[src/rtl/rx_frame_fsm.sv]
// UART receive framing FSM: qualifies the start bit, shifts in data LSB-first,
// checks optional parity and the stop bit, and presents each completed frame.
module rx_frame_fsm #(
  parameter int DATA_BITS  = 8,
  parameter int PARITY_EN  = 1,
  parameter int PARITY_ODD = 0
) (
  input  logic       clk,
  input  logic       rst,
  input  logic       AcqSig_i,
  input  logic       Rx_i,
  input  logic       Rx_Synch_i,
  output logic [4:0] State_o,
  output logic [7:0] Byte_o,
  output logic       Byte_valid_o,
  output logic       Parity_err_o,
  output logic       Frame_err_o
);

  typedef enum logic [4:0] {
    IDLE   = 5'b00000,
    START  = 5'b00001,
    DATA   = 5'b00010,
    PARITY = 5'b00100,
    STOP   = 5'b01000,
    DONE   = 5'b10000
  } state_t;

  localparam logic [2:0] LAST_BIT = 3'(DATA_BITS - 1);

  state_t     state, state_next;
  logic [3:0] strb_cnt;
  logic [2:0] bit_cnt;
  logic [7:0] shreg;
  logic       par_pend;
  logic       mid_hit;
  logic       end_hit;

  // Mid-bit strobe for the start bit, last strobe of a bit period elsewhere.
  assign mid_hit = AcqSig_i && (strb_cnt == 4'd7);
  assign end_hit = AcqSig_i && (strb_cnt == 4'd15);

  always_ff @(posedge clk or negedge rst) begin
    if (!rst) state <= IDLE;
    else      state <= state_next;
  end

  always_comb begin
    state_next = state;
    case (state)
      IDLE:   if (Rx_Synch_i) state_next = START;
      START:  if (mid_hit) state_next = Rx_i ? IDLE : DATA;
      DATA:   if (end_hit && (bit_cnt == LAST_BIT))
                state_next = (PARITY_EN != 0) ? PARITY : STOP;
      PARITY: if (end_hit) state_next = STOP;
      STOP:   if (end_hit) state_next = DONE;
      DONE:   state_next = IDLE;
      default: state_next = IDLE;
    endcase
  end

  // Strobe counter restarts on every state change, so the strobe coinciding
  // with IDLE->START is never counted.
  always_ff @(posedge clk or negedge rst) begin
    if (!rst) begin
      strb_cnt     <= 4'd0;
      bit_cnt      <= 3'd0;
      shreg        <= 8'h00;
      par_pend     <= 1'b0;
      Byte_o       <= 8'h00;
      Parity_err_o <= 1'b0;
      Frame_err_o  <= 1'b0;
    end else begin
      if (state_next != state) strb_cnt <= 4'd0;
      else if (AcqSig_i)       strb_cnt <= strb_cnt + 4'd1;

      if (state == START && state_next == DATA) bit_cnt <= 3'd0;
      else if (state == DATA && end_hit)         bit_cnt <= bit_cnt + 3'd1;

      if (state == DATA && end_hit) shreg[bit_cnt] <= Rx_i;

      if (state == IDLE && Rx_Synch_i) par_pend <= 1'b0;
      else if (state == PARITY && end_hit)
        par_pend <= ((^shreg) ^ Rx_i) != 1'(PARITY_ODD);

      // Results load on the edge into DONE so they line up with the valid pulse.
      if (state == STOP && end_hit) begin
        Byte_o       <= shreg;
        Parity_err_o <= par_pend;
        Frame_err_o  <= ~Rx_i;
      end
    end
  end

  assign State_o      = state;
  assign Byte_valid_o = (state == DONE);

endmodule
[config.mk]
export PLATFORM = sky130hd
export DESIGN_NAME = rx_frame_fsm
export DESIGN_NICKNAME = d
export VERILOG_FILES = /design/src/rtl/rx_frame_fsm.sv
export SDC_FILE = /design/constraint.sdc
export NUM_CORES = 1
export LEC_CHECK = 0
export ABC_AREA = 0
export CORE_ASPECT_RATIO = 1.75
export CORE_MARGIN = 1
export CORE_UTILIZATION = 60
export CTS_BUF_LIST = sky130_fd_sc_hd__clkbuf_4 sky130_fd_sc_hd__clkbuf_8
export DETAILED_ROUTE_END_ITERATION = 6
export DONT_BUFFER_PORTS = 1
export GPL_TIMING_DRIVEN = 0
export PLACE_DENSITY = 0.76
export SYNTH_ARGS = -nofsm -noshare
export SYNTH_HDL_FRONTEND = slang
export SYNTH_SLANG_ARGS = --single-unit
[constraint.sdc]
create_clock -name clk -period 1.9 [get_ports clk]
set_input_delay 0.38 -clock clk [delete_from_list [all_inputs] [get_ports clk]]
set_output_delay 0.38 -clock clk [all_outputs]
set_load 0.01 [all_outputs]
==> impl_metrics.prom <==
# TYPE chip_impl_metric gauge
chip_impl_metric{name="setup_tns_final",unit="ns"} 0
chip_impl_metric{name="fill_count",unit=""} 179
chip_impl_metric{name="clkLatencyLatePin",unit="ns"} 0.29
chip_impl_metric{name="die_area",unit="um^2"} 2890
chip_impl_metric{name="initial_utilization",unit=""} 0.634
chip_impl_info{name="outcome",value="finished clean"} 1
chip_impl_metric{name="final.period_utilization",unit=""} 0.993
chip_impl_metric{name="final_report_max_slew_violation_count",unit=""} 0
chip_impl_metric{name="post-route-cell-area",unit="um^2"} 1880
chip_impl_info{name="synth_flop_cell",value="dfrtp_1"} 1
chip_impl_metric{name="io_buffer_count",unit=""} 0
chip_impl_metric{name="first_pass_iteration_count_of_the_detailed_router",unit=""} 4
chip_impl_metric{name="share_clk_of_total_power",unit=""} 0.334
chip_impl_metric{name="synth_sequential_area_ratio",unit=""} 0.485
chip_impl_metric{name="io-pin-count",unit=""} 21
chip_impl_metric{name="grt_overflow",unit=""} 0
chip_impl_info{name="rsz0062_at_grt",value="yes"} 1
chip_impl_info{name="clock-root-buffer",value="clkbuf_8"} 1
chip_impl_metric{name="die_height",unit="um"} 70.3
chip_impl_metric{name="yosys_warnings",unit=""} 0
chip_impl_metric{name="maxClockFrequency",unit="MHz"} 530
chip_impl_metric{name="route.antenna.remaining_nets",unit=""} 0
chip_impl_metric{name="share_comb_of_total_power",unit=""} 0.203
chip_impl_metric{name="synthesis.instances",unit=""} 134
chip_impl_metric{name="syn-num-nets",unit=""} 142
chip_impl_metric{name="clkTransAtPathRegs",unit="ns"} 0.07
chip_impl_info{name="cp-end-kind",value="output port"} 1
chip_impl_metric{name="finalWirelength",unit="um"} 3130
chip_impl_metric{name="p_leak",unit="nW"} 0.871
chip_impl_metric{name="timing.slew.headroom",unit=""} 0.654
chip_impl_metric{name="grt_pass1_vias",unit=""} 1098
chip_impl_metric{name="core-area",unit="um^2"} 2520
chip_impl_info{name="worstSetupStartpointType",value="register"} 1
chip_impl_metric{name="finish.cell_count_without_fillers",unit=""} 176
chip_impl_metric{name="critPathBufInv",unit=""} 1
chip_impl_metric{name="max_stage_delay",unit="ns"} 0.46
chip_impl_info{name="path_class",value="reg -> out"} 1
chip_impl_metric{name="die_extent_in_x",unit="um"} 41.0
chip_impl_metric{name="layout-area-overhead-vs-synth",unit="%"} 17.7
chip_impl_metric{name="worstMarginPinSlew",unit="ns"} 0.515
chip_impl_metric{name="power.share.sequential",unit=""} 0.463
chip_impl_metric{name="post-route-drc-count",unit=""} 0
chip_impl_info{name="crit_family",value="simple AND/OR/NAND/NOR gates"} 1
chip_impl_metric{name="critPathArrivalTime",unit="ns"} 1.51
chip_impl_metric{name="power_per_cell_area",unit="nW/um^2"} 931
chip_impl_info{name="clock_tree_from_tritoncts",value="built"} 1
chip_impl_metric{name="largest_net_degree_at_the_start_of_global_routing",unit=""} 32
chip_impl_metric{name="routed_wire_length_per_instance",unit="um"} 17.8
chip_impl_metric{name="irDropWorstVdd",unit="mV"} 0.716
chip_impl_metric{name="syn_area_per_cell",unit="um^2"} 11.9
chip_impl_metric{name="dpl_worst_slack",unit="ns"} -0.0625
chip_impl_info{name="layout.cells.most_common_list",value="29 x dfrtp_1, 14 x mux2_2, 8 x nor2_1, 7 x buf_4, 7 x clkbuf_8"} 1
chip_impl_metric{name="p_int",unit="mW"} 1.25
chip_impl_metric{name="finClkSkew",unit="ns"} 0.0114
chip_impl_metric{name="placed_cells",unit=""} 160
chip_impl_metric{name="grt_usage",unit=""} 0.250
chip_impl_metric{name="place_congestion",unit=""} 0.761
chip_impl_metric{name="critPathMaxFanout",unit=""} 4
chip_impl_info{name="mostFrequentLayoutCell",value="dfrtp_1"} 1
chip_impl_metric{name="iteration_0_drc_markers",unit=""} 21
chip_impl_metric{name="antenna_violations_before_repair",unit=""} 0
chip_impl_metric{name="synth_cell_types",unit=""} 40
chip_impl_metric{name="drive_above_1_share",unit=""} 0.353
chip_impl_metric{name="power.switching_fraction",unit=""} 0.288
chip_impl_metric{name="report.final.hold_viol_count",unit=""} 0
chip_impl_metric{name="asyncSetResetFlopFracSynth",unit=""} 1.00
chip_impl_metric{name="required",unit="ns"} 1.52
chip_impl_metric{name="cts_buffers",unit=""} 5
chip_impl_metric{name="clock-sinks",unit=""} 31
chip_impl_metric{name="timing.max_cap.violations",unit=""} 0
chip_impl_metric{name="fin_crit",unit="ns"} 1.89
chip_impl_metric{name="rows",unit=""} 24
chip_impl_metric{name="grt_pass1_wl",unit="um"} 4710
chip_impl_metric{name="route.vias.total",unit=""} 1093
chip_impl_metric{name="cts_max_level",unit=""} 2
chip_impl_metric{name="n_antenna_cell",unit=""} 0
chip_impl_info{name="holdCritPathClass",value="in -> reg"} 1
chip_impl_metric{name="dp_hpwl",unit="um"} 2160
chip_impl_info{name="crit_slowest_cell",value="dfrtp_2"} 1
chip_impl_metric{name="synth.cell_area",unit="um^2"} 1600
chip_impl_metric{name="place_area",unit="um^2"} 1630
chip_impl_metric{name="hold_ws",unit="ns"} 0.269
chip_impl_metric{name="design.final.nets",unit=""} 157
chip_impl_metric{name="finalSetupViolations",unit=""} 0
chip_impl_metric{name="worst_slack",unit="ns"} 0.0135
chip_impl_metric{name="synth_seq_cells",unit=""} 31
chip_impl_metric{name="clockBufferDepth",unit=""} 2
chip_impl_metric{name="synth_enable_flop_cells",unit=""} 0
chip_impl_metric{name="power.net_switching",unit="mW"} 0.505
chip_impl_info{name="cp_cell_sequence",value="buf_6 -> or3_4 -> nor3b_4"} 1
chip_impl_metric{name="route.detailed.vias_per_inst",unit=""} 6.21
==> logic make-up after synthesis <==
logic type	share of synthesized area
AO/OA/AOI/OAI	0.0766
XOR/XNOR	0.0688
adder cells (fa/ha/maj)	0.0235
buffers and inverters	0.0344
flip-flops	0.485
multiplexers	0.145
AND/OR/NAND/NOR	0.167
==> Yosys cell counts (3+ instances only) <==
cell type,number,area share
mux2_2,17,0.12
dfrtp_1,31,0.48
mux2i_1,4,0.025
nand3_1,4,0.013
a211oi_1,3,0.014
a21oi_1,4,0.013
nand2b_1,3,0.012
inv_1,4,0.0094
xor2_1,4,0.022
nor2_1,9,0.021
nand4_1,3,0.012
nor3_1,5,0.016
nand2_1,4,0.0094
xnor2_1,6,0.033
ha_1,3,0.023
==> power by group through the flow <==
stage          combinational [mW]  sequential, mW  clock (mW)
2_1_floorplan               0.213           0.790           0
3_3_place_gp                0.247           0.805           0
4_1_cts                     0.308           0.797       0.595
6_report                    0.355           0.812       0.586
5_1_grt                     0.389           0.828       0.614
3_5_place_dp                0.260           0.810           0
==> path summary, 6_finish.rpt <==
path / slack [ns] / cells after the start / startpoint / end
setup / recovery: 0.01 / 3 / State_o[2] / Byte_valid_o
hold / removal: 0.27 / 2 / Rx_Synch_i / State_o[0]
setup reg to reg: 0.06 / 6 / strb_cnt[1] / shreg[1]
hold reg to reg: 0.55 / 1 / shreg[5] / Byte_o[5]
max in group asynchronous: 1.19 / 2 / rst / shreg[2]
min in group asynchronous: 0.53 / 2 / rst / State_o[0]
==> layer usage <==
metal,GRT usage,up-vias,wire length (um)
met5,0,-,0
met4,0.130,0,84
met3,0.0889,8,140
met2,0.422,30,1760
met1,0.236,542,1140
li1,-,513,-
==> timing repair <==
action | in CTS | in global routing
setup endpoints to repair | 14 | 20
setup buffers | 2 | 4
hold endpoints to repair | 31 | 0
hold buffers | 2 | 0
pin swaps | 3 | 7
gates resized for setup | 8 | 11
==> state kept, by name (all words and copies together) (netlist names) <==
signal,flops
Parity_err_o,1
shreg,8
strb_cnt,4
Frame_err_o,1
bit_cnt,3
par_pend,1
Byte_o,8
State_o,5
==> metrics by stage <==
step                      utilization  power (mW)
after floorplan                     -        1.00
after global placement          0.647        1.05
after detailed placement        0.647        1.07
after CTS                       0.719        1.70
after global routing            0.747        1.83
final                           0.747        1.75
==> layout make-up <==
cell class / count / area [um^2] / share of cell area
clock buffers: 8 / 104 / 0.0551
flip-flops and latches: 31 / 778 / 0.413
inverters: 4 / 15.0 / 0.00797
plain buffers: 6 / 56.3 / 0.0299
well taps: 26 / 32.5 / 0.0173
repair buffers: 8 / 75.1 / 0.0398
multi-input cells: 93 / 823 / 0.437
No activity file was read; power rests on OpenSTA's default activity.
==> variant (config.mk and constraints unchanged) <==
Change the parameter `PARITY_ODD` from 0 to 1.
--- a/src/rtl/rx_frame_fsm.sv
+++ b/src/rtl/rx_frame_fsm.sv
@@ -3,7 +3,7 @@
 module rx_frame_fsm #(
   parameter int DATA_BITS  = 8,
   parameter int PARITY_EN  = 1,
-  parameter int PARITY_ODD = 0
+  parameter int PARITY_ODD = 1
 ) (
   input  logic       clk,
   input  logic       rst,
Formal check against the unedited RTL: same outputs for any inputs over 10 cycles, from zero or initial values and one cycle with rst low; that may be too few to reach the edited logic, so the function may still have changed.
==> variant against the unedited design <==
  * The flow now finishes with violations (negative setup slack)
  * Routed wire length grew 13%
  * Worst setup slack lost 0.22 ns
  * Cell area grew 6.0%
  * First-iteration DRC count grew to 2.8 times the old value
  * Total power grew 6.7%
  * Area after synthesis grew 3.9%
  * Clock power shrank 2%
  * Sequential cell count is the same
==> variant: results (changes against the unedited design) <==
* Combinational power at 486 uW (+37%)
* Relative slew slack at 65.0% (-0.34 points)
* Lkg Pwr at 0.000946 uW (+8.5%)
* Syn nets at 157 (+11%)
* Met2 global-route usage at 42.9% (+0.69 points)
* GPL Wtd Cong at 0.844 (+11%)
* Most area-consuming cells after synthesis: dfrtp_1 47%, mux2_2 12%, xnor2_1 4.7%, nand3_1 2.4%, ha_1 2.3%
* M1 wire length at 1250 um (+9.5%)
* M1 GR Usage at 27.5% (+3.9 points)
* Pre-CTS setup slack at -0.241 ns (-0.178 ns)
* Outcome: finished, violations left
* Internal at 1300 uW (+3.7%)
* Initial DRC count at 58 (+180%)
* Failing checks: negative setup slack
* Fin Clk Skew at 0.0104 ns (-0.000988 ns)
* Sequential fraction of the synthesis area at 46.7% (-1.8 points)
* First-pass GRT wire length at 5690 um (+21%)
* Met3 WL at 178 um (+27%)
* Setup violators final at 9 (+9)
* Peak supply drop at 841 uV (+17%)
* Number of global-route vias before repair at 1,281 (+17%)
* Crit path setup slack, layout at -0.204 ns (-0.217 ns)
* Setup TNS at -1.37 ns (-1.37 ns)
* Detail Placement HPWL at 2250 um (+3.9%)
* Post-synth top cells: 31 x dfrtp_1, 18 x mux2_2, 9 x xnor2_1
* Synth cell types at 41 (+2.5%)
* Share of post-route cells with drive strength above 1 at 36.0% (+0.64 points)
variant: kinds of logic after synthesis:
kind of cell / after synthesis / synth area share, %
fa+ha+maj: 3 / 2.26
buf+inv: 14 / 4.66
mux: 21 / 14.0
flops: 31 / 46.7
xor+xnor: 12 / 7.15
simple gates: 50 / 18.1
compound gates: 18 / 7.22
variant: path summary, 6_finish.rpt:
kind                                 start      endpoint  slack, ns  cells after the start
worst min-delay path            Rx_Synch_i    State_o[0]       0.24                      1
worst max-delay path            State_o[3]      shreg[3]      -0.20                      5
worst min register to register    par_pend  Parity_err_o       0.50                      1
max in group asynchronous              rst    State_o[2]       1.17                      2
worst max register to register  State_o[3]      shreg[3]      -0.20                      5
min in group asynchronous              rst   strb_cnt[3]       0.54                      2
variant: critical path, cell delays in order (launching register included):
cell and delay, ns:
dfrtp_1 0.42, buf_6 0.14, or3b_4 0.38, or4_4 0.49
nor3b_4 0.24, mux2_4 0.32
variant: repair_timing:
item / in CTS / in global routing
setup buffers: 5 / 3
gates resized for setup: 16 / 19
pin swaps: 2 / 7
setup endpoints to repair: 25 / 26
hold buffers: 2 / 0
hold endpoints to repair: 31 / 0
variant: area by class of cell:
class                   instances  share of cell area [%]
multi-input cells             104                    45.7
flip-flops and latches         31                    38.9
plain buffers                   9                    3.63
repair buffers                  9                    4.32
well taps                      26                    1.63
inverters                       3                   0.564
clock buffers                   8                    5.20
variant: stage by stage:
step                util [%]  hold WS (ns)  total power, uW  instance area [um^2]  cells
detailed placement      66.8        0.0850             1210                  1700    175
global placement        66.8        0.0851             1180                  1700    175
CTS                     75.4         0.241             1830                  1930    188
finish                  78.2         0.237             1870                  2000    190
global route            78.2         0.236             1970                  2000    190
floorplan                  -        0.0844             1120                  1670    149
